### src/rtl/mem_pkg.sv
// Shared definitions for the memory-access stage: access size codes, FSM states
// and the alignment rule used to trap bad accesses before they reach the bus.
package mem_pkg;

    localparam logic [1:0] SZ_BYTE = 2'd0;
    localparam logic [1:0] SZ_HALF = 2'd1;
    localparam logic [1:0] SZ_WORD = 2'd2;

    typedef enum logic {
        ST_IDLE = 1'b0,
        ST_REQ  = 1'b1
    } state_t;

    // Size code 3 is treated like a word access.
    function automatic logic is_misaligned(input logic [1:0] size, input logic [1:0] off);
        logic bad;
        bad = 1'b0;
        if (size == SZ_HALF) begin
            bad = off[0];
        end else if (size != SZ_BYTE) begin
            bad = (off != 2'b00);
        end
        return bad;
    endfunction

endpackage

### src/rtl/mem_load_align.sv
// Picks the addressed byte/half out of a bus word and sign- or zero-extends it.
module mem_load_align
    import mem_pkg::*;
(
    input  logic [31:0] rdata,
    input  logic [1:0]  off,
    input  logic [1:0]  size,
    input  logic        load_unsigned,
    output logic [31:0] data
);

    logic [7:0]  byte_lane [4];
    logic [7:0]  byte_sel;
    logic [15:0] half_sel;

    for (genvar gi = 0; gi < 4; gi++) begin : g_lane
        assign byte_lane[gi] = rdata[8*gi +: 8];
    end

    assign byte_sel = byte_lane[off];
    assign half_sel = off[1] ? rdata[31:16] : rdata[15:0];

    always_comb begin
        case (size)
            SZ_BYTE: data = {{24{~load_unsigned & byte_sel[7]}}, byte_sel};
            SZ_HALF: data = {{16{~load_unsigned & half_sel[15]}}, half_sel};
            default: data = rdata;
        endcase
    end

endmodule

### src/rtl/mem_stage.sv
// Pipeline MEM stage: registered bus handshake, stall generation, store lane
// steering, load alignment and the MEM/WB register consumed by write-back.
module mem_stage
    import mem_pkg::*;
(
    input  logic        clk,
    input  logic        resetn,
    input  logic        M_valid,
    input  logic [31:0] M_alu_res,
    input  logic [31:0] M_wdata,
    input  logic        M_mem_re,
    input  logic        M_mem_we,
    input  logic [1:0]  M_mem_size,
    input  logic        M_mem_unsigned,
    input  logic        M_regsrc_sel,
    input  logic [4:0]  M_reg_dst,
    input  logic        M_reg_we,
    output logic        M_stall,
    output logic        dmem_req,
    output logic        dmem_wr,
    output logic [31:0] dmem_addr,
    output logic [31:0] dmem_wdata,
    output logic [3:0]  dmem_wstrb,
    input  logic        dmem_ack,
    input  logic [31:0] dmem_rdata,
    output logic        W_valid,
    output logic [31:0] W_alu_res,
    output logic [31:0] W_mem_data,
    output logic        W_regsrc_sel,
    output logic [4:0]  W_reg_dst,
    output logic        W_reg_we,
    output logic        W_exc
);

    state_t      state_reg;
    logic [1:0]  off;
    logic        mem_op;
    logic        misaligned;
    logic        access;
    logic [3:0]  wstrb_next;
    logic [7:0]  wlane [4];
    logic [31:0] wdata_next;
    logic [31:0] load_data;

    assign off        = M_alu_res[1:0];
    assign mem_op     = M_valid & (M_mem_re | M_mem_we);
    assign misaligned = is_misaligned(M_mem_size, off);
    assign access     = mem_op & ~misaligned;

    // Ack releases the stall in the same cycle so the next op can enter IDLE right after.
    assign M_stall = resetn & ((state_reg == ST_IDLE) ? access : ~dmem_ack);

    always_comb begin
        case (M_mem_size)
            SZ_BYTE: wstrb_next = 4'b0001 << off;
            SZ_HALF: wstrb_next = 4'b0011 << off;
            default: wstrb_next = 4'b1111;
        endcase
    end

    for (genvar gi = 0; gi < 4; gi++) begin : g_wlane
        assign wlane[gi] = (M_mem_size == SZ_BYTE) ? M_wdata[7:0] :
                           (M_mem_size == SZ_HALF) ? M_wdata[8*(gi%2) +: 8] :
                                                     M_wdata[8*gi +: 8];
    end
    assign wdata_next = {wlane[3], wlane[2], wlane[1], wlane[0]};

    mem_load_align u_align (
        .rdata         (dmem_rdata),
        .off           (off),
        .size          (M_mem_size),
        .load_unsigned (M_mem_unsigned),
        .data          (load_data)
    );

    always_ff @(posedge clk) begin
        if (!resetn) begin
            state_reg    <= ST_IDLE;
            dmem_req     <= 1'b0;
            dmem_wr      <= 1'b0;
            dmem_addr    <= '0;
            dmem_wdata   <= '0;
            dmem_wstrb   <= '0;
            W_valid      <= 1'b0;
            W_alu_res    <= '0;
            W_mem_data   <= '0;
            W_regsrc_sel <= 1'b0;
            W_reg_dst    <= '0;
            W_reg_we     <= 1'b0;
            W_exc        <= 1'b0;
        end else begin
            case (state_reg)
                ST_IDLE: begin
                    if (access) begin
                        state_reg  <= ST_REQ;
                        dmem_req   <= 1'b1;
                        dmem_wr    <= M_mem_we;
                        dmem_addr  <= {M_alu_res[31:2], 2'b00};
                        dmem_wdata <= M_mem_we ? wdata_next : 32'h0;
                        dmem_wstrb <= M_mem_we ? wstrb_next : 4'b0000;
                        W_valid    <= 1'b0;
                        W_reg_we   <= 1'b0;
                        W_exc      <= 1'b0;
                    end else begin
                        W_valid      <= M_valid;
                        W_alu_res    <= M_alu_res;
                        W_mem_data   <= 32'h0;
                        W_regsrc_sel <= M_regsrc_sel;
                        W_reg_dst    <= M_reg_dst;
                        W_reg_we     <= M_reg_we & ~(mem_op & misaligned);
                        W_exc        <= mem_op & misaligned;
                    end
                end
                ST_REQ: begin
                    if (dmem_ack) begin
                        state_reg    <= ST_IDLE;
                        dmem_req     <= 1'b0;
                        W_valid      <= M_valid;
                        W_alu_res    <= M_alu_res;
                        W_mem_data   <= M_mem_re ? load_data : 32'h0;
                        W_regsrc_sel <= M_regsrc_sel;
                        W_reg_dst    <= M_reg_dst;
                        W_reg_we     <= M_reg_we;
                        W_exc        <= 1'b0;
                    end
                end
                default: state_reg <= ST_IDLE;
            endcase
        end
    end

endmodule

### config.mk
export PLATFORM = sky130hd
export DESIGN_NAME = mem_stage
export DESIGN_NICKNAME = d
export VERILOG_FILES = /design/src/rtl/mem_pkg.sv /design/src/rtl/mem_load_align.sv /design/src/rtl/mem_stage.sv
export SDC_FILE = /design/constraint.sdc
export NUM_CORES = 1
export LEC_CHECK = 0
export CAP_MARGIN = 0
export CORE_MARGIN = 2
export CORE_UTILIZATION = 47
export CTS_CLUSTER_SIZE = 24
export DETAILED_ROUTE_END_ITERATION = 10
export GPL_TIMING_DRIVEN = 0
export PLACE_DENSITY_LB_ADDON = 0.3
export SLEW_MARGIN = 5
export SYNTH_ARGS = -nofsm -noshare
export SYNTH_HDL_FRONTEND = slang
export SYNTH_HIERARCHICAL = 1
export SYNTH_SLANG_ARGS = --single-unit
### constraint.sdc
create_clock -name clk -period 2.76 [get_ports clk]
set_clock_uncertainty 0.05 [all_clocks]
set_input_delay 0.414 -clock clk [delete_from_list [all_inputs] [get_ports clk]]
set_output_delay 0.414 -clock clk [all_outputs]
set_load 0.01 [all_outputs]
Yosys cells after proc, flatten, opt, wreduce, memory -nomap -nowiden

Index checks and enable logic that the tools add are counted.

Shift-type cells: 2
Bitwise operators: 14
Eq/ne operators: 4
Muxes and demuxes: 43
Magnitude comparators: 1
Reduce and logical (&&, ||, !) cells: 6

Operators with widths:

| cell                | number |
|---|---|
| $mux 32             | 6 |
| $pmux 32 s2         | 3 |
| $mux 8              | 7 |
| $bmux 8 s2          | 1 |
| $mux 16             | 1 |
| $mux 1              | 14 |
| $pmux 1 s2          | 6 |
| $mux 5              | 2 |
| $pmux 5 s2          | 1 |
| $pmux 4 s2          | 1 |
| $and 1x1->1         | 7 |
| $ne 2x2->1 const B  | 3 |
| $reduce_and 2->1    | 3 |
| $not 1->1           | 5 |
| $mux 4              | 1 |
| $reduce_bool 2->1   | 2 |
| $shl 1x2->4 const A | 1 |
| $shl 2x2->4 const A | 1 |
| $ge 3x3->1 const B  | 1 |
| $not 2->3           | 1 |
| $eq 2x1->1 const B  | 1 |
| $logic_not 2->1     | 1 |
| $or 1x1->1          | 1 |

Word-level logic and storage cells: 83
Flip-flop bits (word level): 142
Bits of input ports: 112
Output and inout port bits: 144

Depth between registers and ports, before layout

Word-level depth: 9
Gate-level depth with buffers: 8
Depth with buffers taken out: 5

Modules after synthesis

Netlist, hierarchy kept.

By module, submodules not included:

| module         | cells an instance | sequential area each (um^2) | times used | area an instance (um^2) |
|---|---|---|---|---|
| mem_stage      | 617               | 2842.7                      | 1          | 5521.5 |
| mem_load_align | 93                | 0.0                         | 1          | 709.4 |

Worst setup path after synthesis

No wires, ideal clock.

Path type: in2out
Start point: in M_mem_size[1]
End point: out M_stall
Data required time: 2.296 ns
Arrival: 1.492 ns
Cell stages on the path: 5
Path buffers: 2
Setup slack: 0.804 ns
Cell sequence: and2_1 -> clkbuf_1 -> o41ai_2 -> and2_1 -> buf_2

Longest elaborated chain between the ends: 7
Elaborated cells on any way between the ends: 8
Those cells by class: eq/ne (1); mux (3); bitwise (3); reduce/logical (1)

Ends and longest elaborated chain:

| what              | RTL line        | source |
|---|---|---|
| start, declared   | mem_stage.sv:13 | `input logic [1:0] M_mem_size,` |
| $reduce_bool 2->1 | mem_pkg.sv:20   | `end else if (size != SZ_BYTE) begin` |
| $mux 1            | mem_pkg.sv:20   |  |
| $mux 1 *          | mem_pkg.sv:18   | `if (size == SZ_HALF) begin` |
| $not 1->1 *       | mem_stage.sv:48 | `assign access = mem_op & ~misaligned;` |
| $and 1x1->1 *     | mem_stage.sv:48 |  |
| $mux 1 *          | mem_stage.sv:51 | `assign M_stall = resetn & ((state_reg == ST_IDLE) ? access : ~dmem_ack);` |
| $and 1x1->1 *     | mem_stage.sv:51 |  |
| end, declared     | mem_stage.sv:18 | `output logic M_stall,` |

Mark *: on every way between the ends. The rest lies on a longest branch, timed or not.

Worst setup path in the final report

Start point: in M_valid
End point: out M_stall

Longest elaborated chain between the ends: 4

Ends and longest elaborated chain:

| what            | RTL line        | source |
|---|---|---|
| start, declared | mem_stage.sv:8  | `input logic M_valid,` |
| $and 1x1->1     | mem_stage.sv:46 | `assign mem_op = M_valid & (M_mem_re \| M_mem_we);` |
| $and 1x1->1     | mem_stage.sv:48 |  |
| $mux 1          | mem_stage.sv:51 |  |
| $and 1x1->1     | mem_stage.sv:51 |  |

No other way between the ends.

==> results.sh <==
export IMPL_outcome="finished clean"
export IMPL_synthFlopType="dfxtp_1"
export IMPL_slowest_stage="clkdlybuf4s50_1"
export IMPL_peakVddDrop_mv=0.503
export IMPL_drtIter0Drc=521
export IMPL_reg_largest_list="W_alu_res (32), W_mem_data (32), dmem_wdata (32)"
export IMPL_leakagePower_nw=3.82
export IMPL_placed_cells=1140
export IMPL_holdPathEnd="dmem_addr[22]$_SDFFE_PN0P_"
export IMPL_die_w_um=119
export IMPL_start_util=0.476
export IMPL_die_h_um=119
export IMPL_vias=6320
export IMPL_synth_avg_cell_area_sq_um=8.78
export IMPL_r2r_end="dmem_addr[24]$_SDFFE_PN0P_"
export IMPL_postSynth_asyncResetShare=0
export IMPL_cts_sinks=142
export IMPL_drt_wl_total_mm=20.5
export IMPL_cts_tree="done"
export IMPL_min_period_ns=2.61
export IMPL_preCtsSetupSlack_ns=-0.933
export IMPL_route_detailed_drc=0
export IMPL_path_clk_slew_ns=0.06
export IMPL_postRouteAntennaNets=0
export IMPL_die_area_sq_um=14200
export IMPL_hold_path_startpoint="dmem_addr[22]$_SDFFE_PN0P_"
export IMPL_hold_depth=2
export IMPL_synth_cells=710
export IMPL_track_usage=0.290
export IMPL_antenna_cells=0
export IMPL_cp_end_kind="output pin"
export IMPL_crit_fanout=10
export IMPL_ys_top_cells_by_area="dfxtp_1 (46%), nand3_1 (9.9%), nand2_1 (9.2%)"
export IMPL_via_per_inst=5.39
export IMPL_clockBufferDepth=2
export IMPL_path_delay_family="buffers and inverters"
export IMPL_synth_top_area_share=0.456
export IMPL_cts_root_buf="clkbuf_16"
export IMPL_fillers=1036
export IMPL_crit_arrival_ns=2.15
export IMPL_ios=256
export IMPL_slew_violations=0
export IMPL_syn_to_final_growth_pct=54.3
export IMPL_numCtsBuffers=17
export IMPL_layout_common_cells="clkdlybuf4s50_1 (248), nand2_1 (153), dfxtp_1 (142)"
export IMPL_setup_violations=0
export IMPL_nets=1096
export IMPL_fmax_ghz=0.383
export IMPL_regToRegSetupSlack_ns=0.74
export IMPL_cp_cell_sequence="clkdlybuf4s50_1, nand2b_1, o41ai_4, and2_4, buf_4, dlygate4sd2_1"
export IMPL_drive_gt1_frac=0.0923
export IMPL_synth_seq_cells=142
export IMPL_fin_cells=1173
export IMPL_grt_pass1_vias=6167
export IMPL_worstSkewPairLatency_ns=0.42
export IMPL_slowest_delay_ns=0.50
export IMPL_path_buf_inv=3
export IMPL_synth_area_sq_um=6230
export IMPL_cts_max_level=4
export IMPL_final_hold_viol_count=0
export IMPL_tightest_slew_ns=1.11
export IMPL_drtPass1Iterations=5
export IMPL_final_period_utilization=0.946
export IMPL_gp_congestion=0.885
export IMPL_rows=42
export IMPL_reg2reg_depth=5
export IMPL_place_hpwl_mm=15.0
export IMPL_coreArea_sq_um=13100
export IMPL_hold_path_class="reg2reg"
export IMPL_yosysSeqAreaShare=0.456
export IMPL_grt_max_degree=17
export IMPL_grt_pass1_wl_mm=32.3
export IMPL_power_density_nw_per_um2=567
export IMPL_r2r_start="state_reg$_SDFF_PN0_"
export IMPL_required_ns=2.30
export IMPL_yosysWarningCount=6
export IMPL_yosysTopAreaCell="dfxtp_1"
export IMPL_antenna_found_initial=0
export IMPL_maxSlewHeadroom=0.261
export IMPL_wl_per_cell_um=17.5
export IMPL_synth_cell_type_count=45
export IMPL_grt_overflow_total=0
export IMPL_drv_cap=0
export IMPL_final_common_cell="clkdlybuf4s50_1"
export IMPL_rsz0062_at_grt="no"
export IMPL_cp_start_kind="input pin"
export IMPL_setup_ws_ns=0.149
export IMPL_power_total_mw=5.45
export IMPL_synth_edf_count=0
export IMPL_critPathKind="in2out"
export IMPL_portBuffers=253
-- through the flow --
step	cell area (sq um)	hold slack [ns]	utilization	setup TNS [ns]
6_report	9620	0.395	0.735	0
5_1_grt	9620	0.417	0.735	0
4_1_cts	9620	0.398	0.735	0
3_5_place_dp	8990	0.390	0.687	-10.12
3_3_place_gp	8990	0.385	0.687	-9.84
2_1_floorplan	6230	0.424	-	0
-- tightest hold or removal path, delay by kind of cell (launching register included) --
family        cells  cell delay (ns)
simple gates      2             0.10
flops             1             0.31
-- synth_stat cells, drive strengths merged (2+ instances only) --
cell	count
a21boi	42
a21oi	2
a221o	8
a22o	36
and2	5
buf	30
clkbuf	35
dfxtp	142
mux2	2
mux2i	33
nand2	154
nand2b	3
nand3	123
nor2	7
nor2b	5
nor3b	3
o21ai	42
o221a	8
o31ai	15
or2	2
-- metal layers --
| metal | vias up | global-route usage | wire, um |
|---|---|---|---|
| li1 | 3065 | - | - |
| met1 | 2976 | 0.344 | 8360 |
| met2 | 247 | 0.485 | 9920 |
| met3 | 32 | 0.106 | 1820 |
| met4 | 0 | 0.0930 | 439 |
| met5 | - | 0 | 0 |
-- power breakdown --
part           leakage, nW  internal (mW)  total (mW)  switching, mW
Clock                0.294           1.49        2.37          0.873
Combinational         2.37          0.455       0.900          0.444
Sequential            1.16           2.14        2.19         0.0465
Total                 3.82           4.09        5.45           1.36
-- area by class of cell --
type                       instances  area [sq um]  share of cell area
buffer                            65           342              0.0355
clock buffer                      23           478              0.0497
multi-input combinational        503          3060               0.319
sequential                       142          2840               0.296
timing repair buffer             254          2530               0.263
tap                              176           220              0.0229
inverter                           1          3.75            0.000390
clock inverter                     9           133              0.0138
-- worst max-delay path by stage --
stage / startpoint / slack (ns) / endpoint / cells after the start
finish: M_valid / 0.15 / M_stall / 6
global route: M_alu_res[1] / 0.05 / M_stall / 7
CTS: M_valid / 0.17 / M_stall / 6
detailed placement: M_alu_res[1] / -0.93 / M_stall / 7
global placement: M_alu_res[1] / -0.94 / M_stall / 7
floorplan: M_mem_size[1] / 0.80 / M_stall / 5
-- kinds of logic after synthesis --
group                  Yosys count  synth area share
and+or+nand+nor                305             0.220
AOI/OAI and AO/OA              160             0.207
DFF                            142             0.456
buffers and inverters           66            0.0550
muxes                           36            0.0608
other                            1          0.000602
-- what timing repair did --
item / CTS / global route
gates resized for setup: 9 / 0
endpoints found under the setup margin: 1 / 0
setup buffers: 1 / 0
hold buffers: 0 / 0
(Power assumes the default switching activity.)
==> RTL edit: new RTL, same flow settings <==
Reset style: asynchronous (`resetn`), changed in one clocked block.
--- a/src/rtl/mem_stage.sv
+++ b/src/rtl/mem_stage.sv
@@ -74,5 +74,5 @@
     );
 
-    always_ff @(posedge clk) begin
+    always_ff @(posedge clk or negedge resetn) begin
         if (!resetn) begin
             state_reg    <= ST_IDLE;
Check against the original RTL: differs if resetn is asserted again (counterexample within 4 cycles, from zero or initial values and one cycle with resetn low); with resetn held inactive, the same outputs for 4 cycles.
==> RTL edit against the unedited design <==
Die area is 5.5% higher. Setup slack worse by 87 ps. Synthesized area is 5.7% higher. Wire length is 5.7% lower. Critical path depth stayed put. First-iteration DRC count is 32% lower. Non-clock buffer count is 22 lower. Via count is 14% lower. Sequential share of layout area is 5.6 points higher. Sequential cell count stayed put. Global-route usage is 2.6 points lower. Final area is 5.0% higher. Critical path type unchanged. Critical endpoint unchanged. Largest cell class is now flip-flops and latches. Highest routed layer unchanged.
Power is not compared: it rests on default switching activity, and its combinational part moved more than twofold at a synthesized area within 25%.
==> RTL edit: results <==
metrics = {
    "status": {
        "outcome": "complete, no violations",
    },
    "final_layout": {
        "n_all_inverters": 13,
        "fillers": 934,
        "clock_area_share_pct": 6.47,
        "final_net_count": 906,
        "buffer_area_share_pct": 28.0,
        "fin_util_pct": 73.3,
        "drive_gt1_share_pct": 19.6,
        "buffers": 297,
        "instances_no_fill": 987,
        "register_area_sq_um": 3550,
        "nClkBuffers": 20,
        "multi_input_area_sq_um": 2790,
        "comb.multi_input.count": 323,
    },
    "setup_path": {
        "path_max_fanout": 7,
        "r2r_slack_ps": 630,
        "slowest_delay_ps": 530,
        "arrival_ps": 2230,
    },
    "timing": {
        "layout_setup_ws_ps": 61.2,
        "hold_ws_ps": 407,
    },
    "floorplan": {
        "fp.coreArea_sq_um": 13800,
    },
    "placement": {
        "dp_hpwl_um": 14300,
        "dpl-instance-area_sq_um": 9380,
        "place_ws_ps": -938,
        "globalplace.congestion": 0.912,
        "placedCellCount": 951,
    },
    "logic_synthesis": {
        "synth_cell_types": 46,
        "synth-xor-area-share_pct": 0.133,
        "synthTopCellsByCount": "dfrtp_1, mux2_2, a22o_1",
        "synthAdderAreaFrac_pct": 0,
        "avgSynthCellArea_sq_um": 12.8,
        "synth.area.mux_share_pct": 21.7,
        "synth_compound_area_share_pct": 13.7,
        "synth_area_leaders": "dfrtp_1, mux2_2, mux2_1, a22o_1, mux2i_1",
        "yosysSeqAreaShare_pct": 53.9,
        "ys_async_sr_fraction_pct": 100,
    },
    "min_path": {
        "hold_start": "M_alu_res[0]",
        "hold_class": "in -> reg",
        "holdPathEnd": "W_alu_res[0]",
    },
    "global_routing": {
        "grt_max_degree": 93,
        "globalRouteTotalUtil_pct": 26.3,
        "grt_pass1_wl_um": 29700,
        "grt_pass1_vias": 5587,
    },
    "drt": {
        "drtIter0Drc": 354,
        "drt-total-wl_um": 19400,
    },
}
## RTL edit: cell types whose count changed after synthesis, sizes merged, moves of 42 or more
cell    change
nand2     -116
dfrtp     +142
dfxtp     -142
a21boi     -42
nand3     -123
mux2       +93
## RTL edit: what timing repair did
action / 4_1_cts / 5_1_grt
endpoints found under the setup margin: 1 / 1
hold buffers: 1 / 0
gates resized for setup: 14 / 4
endpoints found under the hold margin: 50 / 0
pin swaps: 1 / 1
setup buffers: 2 / 2
## RTL edit: routing by layer
| metal | GRT usage, % | wire (um) | up-vias |
|---|---|---|---|
| met2 | 43.8 | 9630 | 258 |
| li1 | - | - | 2452 |
| met5 | 0 | 0 | - |
| met3 | 8.55 | 1670 | 51 |
| met1 | 31.2 | 7400 | 2653 |
| met4 | 11.4 | 660 | 0 |
